[src/rtl/spi_pkg.sv]
// Shared types and helpers for the parametrised SPI master.
package spi_pkg;

  typedef enum logic [2:0] {
    IDLE,
    SETUP,
    SHIFT,
    HOLD,
    GAP
  } spi_state_t;

  // SPI modes encoded as {CPOL, CPHA}
  localparam logic [1:0] SPI_MODE0 = 2'b00;
  localparam logic [1:0] SPI_MODE1 = 2'b01;
  localparam logic [1:0] SPI_MODE2 = 2'b10;
  localparam logic [1:0] SPI_MODE3 = 2'b11;

  // Ceiling log2 with a floor of 1 so every derived vector has at least one bit.
  function automatic int clog2(input int value);
    int width;
    width = 1;
    while ((1 << width) < value) begin
      width = width + 1;
    end
    return width;
  endfunction

endpackage

[src/rtl/spi_clk_gen.sv]
// SCLK generator: toggles every CLK_DIV cycles while enabled, parks at CPOL otherwise,
// and flags the clk edge on which each sclk transition happens.
module spi_clk_gen
  import spi_pkg::*;
#(
  parameter int   CLK_DIV = 1,
  parameter logic CPOL    = 1'b0,
  parameter logic CPHA    = 1'b0
) (
  input  logic clk,
  input  logic rst,
  input  logic en,
  output logic sclk,
  output logic lead_stb,
  output logic trail_stb,
  output logic sample_stb,
  output logic shift_stb
);

  localparam int              DIV_W          = clog2(CLK_DIV + 1);
  localparam logic [DIV_W-1:0] DIV_LAST      = DIV_W'(CLK_DIV - 1);
  localparam logic [1:0]      MODE           = {CPOL, CPHA};
  localparam bit              SAMPLE_ON_LEAD = (MODE == SPI_MODE0) || (MODE == SPI_MODE2);

  logic [DIV_W-1:0] div_cnt_reg;
  logic             sclk_reg;
  logic             tick;

  assign tick = en && (div_cnt_reg == DIV_LAST);

  always_ff @(posedge clk) begin
    if (rst || !en) begin
      div_cnt_reg <= '0;
      sclk_reg    <= CPOL;
    end else if (tick) begin
      div_cnt_reg <= '0;
      sclk_reg    <= ~sclk_reg;
    end else begin
      div_cnt_reg <= div_cnt_reg + 1'b1;
    end
  end

  // Strobes are high in the cycle that ends with the matching sclk transition.
  assign lead_stb   = tick && (sclk_reg == CPOL);
  assign trail_stb  = tick && (sclk_reg != CPOL);
  assign sample_stb = SAMPLE_ON_LEAD ? lead_stb : trail_stb;
  assign shift_stb  = SAMPLE_ON_LEAD ? trail_stb : lead_stb;
  assign sclk       = sclk_reg;

endmodule

[src/rtl/spi_main_param.sv]
// Parametrised SPI master: frame FSM, tx/rx shift registers and chip-select decoder.
// One frame is SETUP + N sclk periods + HOLD, followed by an optional cs_n-high gap.
module spi_main_param
  import spi_pkg::*;
#(
  parameter int   TX_WIDTH = 258,
  parameter int   RX_WIDTH = 128,
  parameter int   CLK_DIV  = 1,
  parameter logic CPOL     = 1'b0,
  parameter logic CPHA     = 1'b0,
  parameter int   NUM_CS   = 1,
  parameter int   CS_GAP   = 2
) (
  input  logic                       clk,
  input  logic                       rst,
  input  logic                       start,
  input  logic [clog2(NUM_CS)-1:0]   cs_sel,
  input  logic [TX_WIDTH-1:0]        tx,
  input  logic                       miso,
  output logic [RX_WIDTH-1:0]        rx,
  output logic [NUM_CS-1:0]          cs_n,
  output logic                       sclk,
  output logic                       mosi,
  output logic                       busy,
  output logic                       done
);

  localparam int               SEL_W    = clog2(NUM_CS);
  localparam int               BIT_W    = clog2(TX_WIDTH + 1);
  localparam int               DIV_W    = clog2(CLK_DIV + 1);
  localparam int               GAP_W    = clog2(CS_GAP + 1);
  localparam logic [BIT_W-1:0] BIT_LAST = BIT_W'(TX_WIDTH);
  localparam logic [DIV_W-1:0] DIV_LAST = DIV_W'(CLK_DIV - 1);
  localparam logic [GAP_W-1:0] GAP_LAST = GAP_W'((CS_GAP > 0) ? CS_GAP - 1 : 0);

  spi_state_t          state_reg, state_next;
  logic [DIV_W-1:0]    div_cnt_reg;
  logic [GAP_W-1:0]    gap_cnt_reg;
  logic [BIT_W-1:0]    bit_cnt_reg;
  logic [TX_WIDTH-1:0] tx_sr_reg;
  logic [RX_WIDTH-1:0] rx_sr_reg;
  logic [RX_WIDTH-1:0] rx_reg;
  logic [NUM_CS-1:0]   cs_n_reg;
  logic [NUM_CS-1:0]   cs_dec;
  logic                mosi_reg;
  logic                done_reg;
  logic                sclk_en;
  logic                lead_stb, trail_stb, sample_stb, shift_stb;
  logic                accept, phase_end, last_trail, complete;

  spi_clk_gen #(
    .CLK_DIV (CLK_DIV),
    .CPOL    (CPOL),
    .CPHA    (CPHA)
  ) u_clk_gen (
    .clk        (clk),
    .rst        (rst),
    .en         (sclk_en),
    .sclk       (sclk),
    .lead_stb   (lead_stb),
    .trail_stb  (trail_stb),
    .sample_stb (sample_stb),
    .shift_stb  (shift_stb)
  );

  assign accept     = (state_reg == IDLE) && start;
  assign phase_end  = (div_cnt_reg == DIV_LAST);
  // bit_cnt_reg counts leading edges, so the Nth trailing edge closes the frame.
  assign last_trail = trail_stb && (bit_cnt_reg == BIT_LAST);
  assign complete   = (state_reg == HOLD) && phase_end;

  for (genvar gi = 0; gi < NUM_CS; gi++) begin : g_cs_dec
    assign cs_dec[gi] = (cs_sel != SEL_W'(gi));
  end

  always_ff @(posedge clk) begin
    if (rst) begin
      state_reg <= IDLE;
    end else begin
      state_reg <= state_next;
    end
  end

  always_comb begin
    state_next = state_reg;
    unique case (state_reg)
      IDLE:    if (start)      state_next = SETUP;
      SETUP:   if (phase_end)  state_next = SHIFT;
      SHIFT:   if (last_trail) state_next = HOLD;
      HOLD:    if (phase_end)  state_next = (CS_GAP == 0) ? IDLE : GAP;
      GAP:     if (gap_cnt_reg == GAP_LAST) state_next = IDLE;
      default: state_next = IDLE;
    endcase
  end

  always_comb begin
    busy    = (state_reg != IDLE);
    sclk_en = (state_reg == SHIFT);
  end

  always_ff @(posedge clk) begin
    if (rst) begin
      div_cnt_reg <= '0;
      gap_cnt_reg <= '0;
      bit_cnt_reg <= '0;
    end else begin
      div_cnt_reg <= ((state_reg == SETUP || state_reg == HOLD) && !phase_end)
                     ? div_cnt_reg + 1'b1 : '0;
      gap_cnt_reg <= (state_reg == GAP) ? gap_cnt_reg + 1'b1 : '0;
      if (state_reg != SHIFT) begin
        bit_cnt_reg <= '0;
      end else if (lead_stb) begin
        bit_cnt_reg <= bit_cnt_reg + 1'b1;
      end
    end
  end

  always_ff @(posedge clk) begin
    if (rst) begin
      tx_sr_reg <= '0;
      rx_sr_reg <= '0;
      rx_reg    <= '0;
      cs_n_reg  <= '1;
      mosi_reg  <= 1'b0;
      done_reg  <= 1'b0;
    end else begin
      done_reg <= 1'b0;
      if (accept) begin
        cs_n_reg <= cs_dec;
        // CPHA=0 presents the MSB before the first edge; CPHA=1 shifts it out on that edge.
        if (CPHA) begin
          tx_sr_reg <= tx;
          mosi_reg  <= 1'b0;
        end else begin
          tx_sr_reg <= tx << 1;
          mosi_reg  <= tx[TX_WIDTH-1];
        end
      end else if (state_reg == SHIFT) begin
        if (sample_stb) begin
          rx_sr_reg <= (rx_sr_reg << 1) | RX_WIDTH'(miso);
        end
        if (shift_stb && !last_trail) begin
          mosi_reg  <= tx_sr_reg[TX_WIDTH-1];
          tx_sr_reg <= tx_sr_reg << 1;
        end
      end else if (complete) begin
        cs_n_reg <= '1;
        mosi_reg <= 1'b0;
        rx_reg   <= rx_sr_reg;
        done_reg <= 1'b1;
      end
    end
  end

  assign rx   = rx_reg;
  assign cs_n = cs_n_reg;
  assign mosi = mosi_reg;
  assign done = done_reg;

endmodule
[config.mk]
export PLATFORM = sky130hd
export DESIGN_NAME = spi_main_param
export DESIGN_NICKNAME = d
export VERILOG_FILES = /design/src/rtl/spi_pkg.sv /design/src/rtl/spi_clk_gen.sv /design/src/rtl/spi_main_param.sv
export SDC_FILE = /design/constraint.sdc
export NUM_CORES = 1
export LEC_CHECK = 0
export CAP_MARGIN = 25
export CORE_ASPECT_RATIO = 1.25
export CORE_MARGIN = 3
export CORE_UTILIZATION = 52
export DETAILED_ROUTE_END_ITERATION = 8
export PLACE_DENSITY_LB_ADDON = 0.1
export RECOVER_POWER = 25
export SLEW_MARGIN = 5
export SYNTH_ARGS = -nofsm -noshare
export SYNTH_HDL_FRONTEND = slang
export SYNTH_SLANG_ARGS = --single-unit
[constraint.sdc]
create_clock -name clk -period 2.8 [get_ports clk]
set_clock_uncertainty 0.15 [all_clocks]
set_input_delay 0.28 -clock clk [delete_from_list [all_inputs] [get_ports clk]]
set_output_delay 0.28 -clock clk [all_outputs]
set_load 0.03 [all_outputs]
==> qor.yml <==
hold_path:
  hp-class: "in2reg"
  min_from: "miso"
  hold_end: "rx_sr_reg[0]$_SDFFE_PP0P_"
  hold_depth: 3
worst_setup_path:
  crit_slowest_cell: "or4b_1"
  critPathRequiredTime_ns: 3.11
  r2r_slack_ns: 0.30
  crit_path_start_kind: "register"
  cp_slowest_stage_delay_ns: 0.55
  worstPathMaxFanout: 49
  r2r_cells: 8
  worstSetupEndpointType: "register"
  cp.arrival_ns: 2.81
  path_cells: "inv_1 -> ha_1 -> or4b_1 -> o211ai_4 -> buf_12 -> buf_4 -> nand2_1 -> a211oi_1"
  reg2reg_to: "tx_sr_reg[173]$_SDFFE_PP0P_"
  r2r_start: "bit_cnt_reg[0]$_SDFFE_PP0P_"
  critical_path_class: "reg2reg"
yosys:
  synth_xor_area_share_pct: 0.3385
  synth_cells: 2642
  synth_edf_count: 0
  yosysMostFrequentCell: "nand2_1"
  ys_types: 39
  synthArstFlopShare_pct: 0
  syn_area_um2: 20700
  synth_compound_area_share_pct: 22.45
  synth_area_leaders: "dfxtp_1 (52%), nand2_1 (14%), a21oi_1 (12%)"
  yosys_warnings: 0
  yosys-top-cells-count: "nand2_1 (774), dfxtp_1 (533), a21oi_1 (515)"
  synthAdderAreaFrac_pct: 0.1813
  synth_seq_cells: 533
  syn_area_per_cell_um2: 7.834
  ys_seq_area_share_pct: 51.55
  synth_mux_area_share_pct: 0.05440
  yosys.area.top_type: "dfxtp_1"
  synth_top_family_by_area: "compound AO/OA/AOI/OAI gates"
  synthFlopType: "dfxtp_1"
  yosys.area_share.simple_pct: 20.17
  synth_top_area_share_pct: 51.55
power:
  leakage_nw: 9.527
  pwr-share-comb_pct: 11.4
  p_sw_w: 0.004253
  swShare_pct: 24.40
  power.clock.fraction_pct: 41.1
  internal-power_w: 0.01318
  vdd.ir_drop.worst_mv: 0.6338
  p_total_w: 0.01743
  power_density_nw_per_um2: 655.0
  p_seq_share_pct: 47.5
floorplan:
  num_rows: 81
  die_w_um: 184.5
  start_util_pct: 52.77
  coreArea_um2: 39220
  die_h_um: 229.1
  io_pins: 396
  die_area_um2: 42250
final_layout:
  area_growth_pct: 28.59
  layout.area.seq_um2: 10670
  largest_register_ffs: 257
  nets: 3167
  fillCellCount: 3289
  drive_gt1_share_pct: 5.367
  stdcell_area_um2: 26620
  multi_input_area_um2: 8991
sta:
  relSlewSlack_pct: -5.146
  tns_ns: 0
  fin_crit_ns: 2.504
  setup_viol: 0
  layout_setup_ws_ns: 0.2965
  period_share_pct: 89.41
  hold_slack_ns: 0.1229
  final_hold_viol_count: 0
  tightest_slew_ns: 1.577
  rsz0062_at_grt: "no"
  fmax_mhz: 399.4
  drv_slew: 131
flow_run:
  drv_cap: 1
clock_tree:
  cts_root_buf: "clkbuf_16"
  htreeDepth: 2
  clockBufferDepth: 3
  cts_buffers: 51
  clock_sinks: 533
  clk_latency_ns: 0.57
  cts_tree: "built"
  path_clk_slew_ns: 0.06
  cts_setup_buffers: 0
placement:
  dpl_cell_area_um2: 24870
  dpl_worst_slack_ns: 0.4105
  gp_congestion: 0.8331
  detailed_place_hpwl_um: 35420
  portBuffers: 395
run_status:
  status: "complete, but fails checks"
  violations: "capacitance limit, slew limit"
route:
  via_count: 19080
  wire_per_inst_um: 16.15
  viasPerCell: 5.540
  drcViolationCount: 0
  wl_um: 55620
  drt-initial-drc-count: 1467
  ant_nets: 0
  first_pass_iters: 5
global_routing:
  grt_max_degree: 205
  antenna_found_initial: 1
  grt_pass1_vias: 18086
  grt_pass1_wl_um: 89350
  track_usage_pct: 24.99
  gr-total-overflow: 0
[cells in the final DEF (no fill, tap or decap), types with 2 or more instances in the layout]
cell type        synthesis  layout
clkdlybuf4s50_1          0     319
clkbuf_4                 0       2
xor2_1                   2       2
nand2_1                774     773
or2_2                    2       2
a211oi_2                20      20
a211oi_1               236     236
clkbuf_8                 0      16
inv_1                    4       4
bufinv_16                0       5
ha_1                     3       3
clkbuf_16                0      51
xnor2_1                  6       6
nand4_1                  3       3
nor2b_1                  2       2
diode_2                  0       2
clkinv_2                 0      11
nand3_1                  6       5
conb_1                   1       2
buf_12                   0      22
nor2_1                 275     275
nand3b_1                 3       3
or4b_1                   1       2
dlygate4sd3_1            0      76
nor4_1                   4       4
buf_4                   30      15
dfxtp_1                533     533
nor3_1                   6       6
a21oi_1                515     515
clkbuf_1               135      10
inv_6                    0       3
[stage by stage]
step | utilization (%) | std cells
global placement | 63.40 | 3345
floorplan | - | 2643
detailed placement | 63.40 | 3345
global route | 67.85 | 3443
finish | 67.86 | 3444
CTS | 67.94 | 3442
[worst max-delay path, delay by kind of cell, from the launching register on]
kind                       cells  cell delay, ns
AOI/OAI and AO/OA              2            0.48
DFF                            1            0.35
adders and majority gates      1            0.13
and+or+nand+nor                2            0.63
buffers and inverters          3            0.65
[routing by layer]
layer,GRT usage [%],up-vias,wire length [um],share of wire [%]
met1,32.39,9023,23210,42
met5,0,-,0,0
met3,4.813,104,3604,6.5
met4,9.100,0,1973,3.5
met2,41.45,560,26830,48
li1,-,9393,-,-
[what timing repair did]
action | in CTS | in global routing
hold buffers | 1 | 0
setup endpoints to repair | 0 | 0
gates resized for setup | 0 | 0
hold endpoints to repair | 16 | 0
[logic make-up after synthesis]
group	Yosys count
mux	1
buf+inv	235
other cells	1
fa+ha+maj	3
xor+xnor	8
compound gates	776
flops	533
simple gates	1085
[how the worst max path moves through the flow]
| stage | slack, ns | cells after the start | endpoint | start |
|---|---|---|---|---|
| after global routing | 0.14 | 5 | rx[14]$_SDFFE_PP0P_ | state_reg[0]$_SDFFE_PP0P_ |
| after CTS | 0.32 | 3 | busy | state_reg[2]$_SDFFE_PP0P_ |
| after floorplan | 0.71 | 8 | tx_sr_reg[155]$_SDFFE_PP0P_ | bit_cnt_reg[0]$_SDFFE_PP0P_ |
| after detailed placement | 0.41 | 7 | tx_sr_reg[130]$_SDFFE_PP0P_ | bit_cnt_reg[1]$_SDFFE_PP0P_ |
| final | 0.30 | 8 | tx_sr_reg[173]$_SDFFE_PP0P_ | bit_cnt_reg[0]$_SDFFE_PP0P_ |
| after global placement | 0.45 | 8 | tx_sr_reg[140]$_SDFFE_PP0P_ | bit_cnt_reg[0]$_SDFFE_PP0P_ |
[power groups by stage]
stage          clock network (W)  registers [W]  logic (W)
3_3_place_gp                   0        0.00842    0.00193
2_1_floorplan                  0        0.00838    0.00124
3_5_place_dp                   0        0.00844    0.00198
6_report                 0.00716        0.00828    0.00199
4_1_cts                  0.00729        0.00828    0.00200
5_1_grt                  0.00760        0.00833    0.00222
[layout make-up]
type,instances,area share (%)
multi-input combinational,1875,33.78
tap,498,2.341
clock inverter,20,0.9026
timing repair buffer,436,17.06
antenna,2,0.01880
inverter,4,0.05641
clock buffer,76,5.749
sequential,533,40.09
Note: power is estimated with default switching activity, not from simulation.
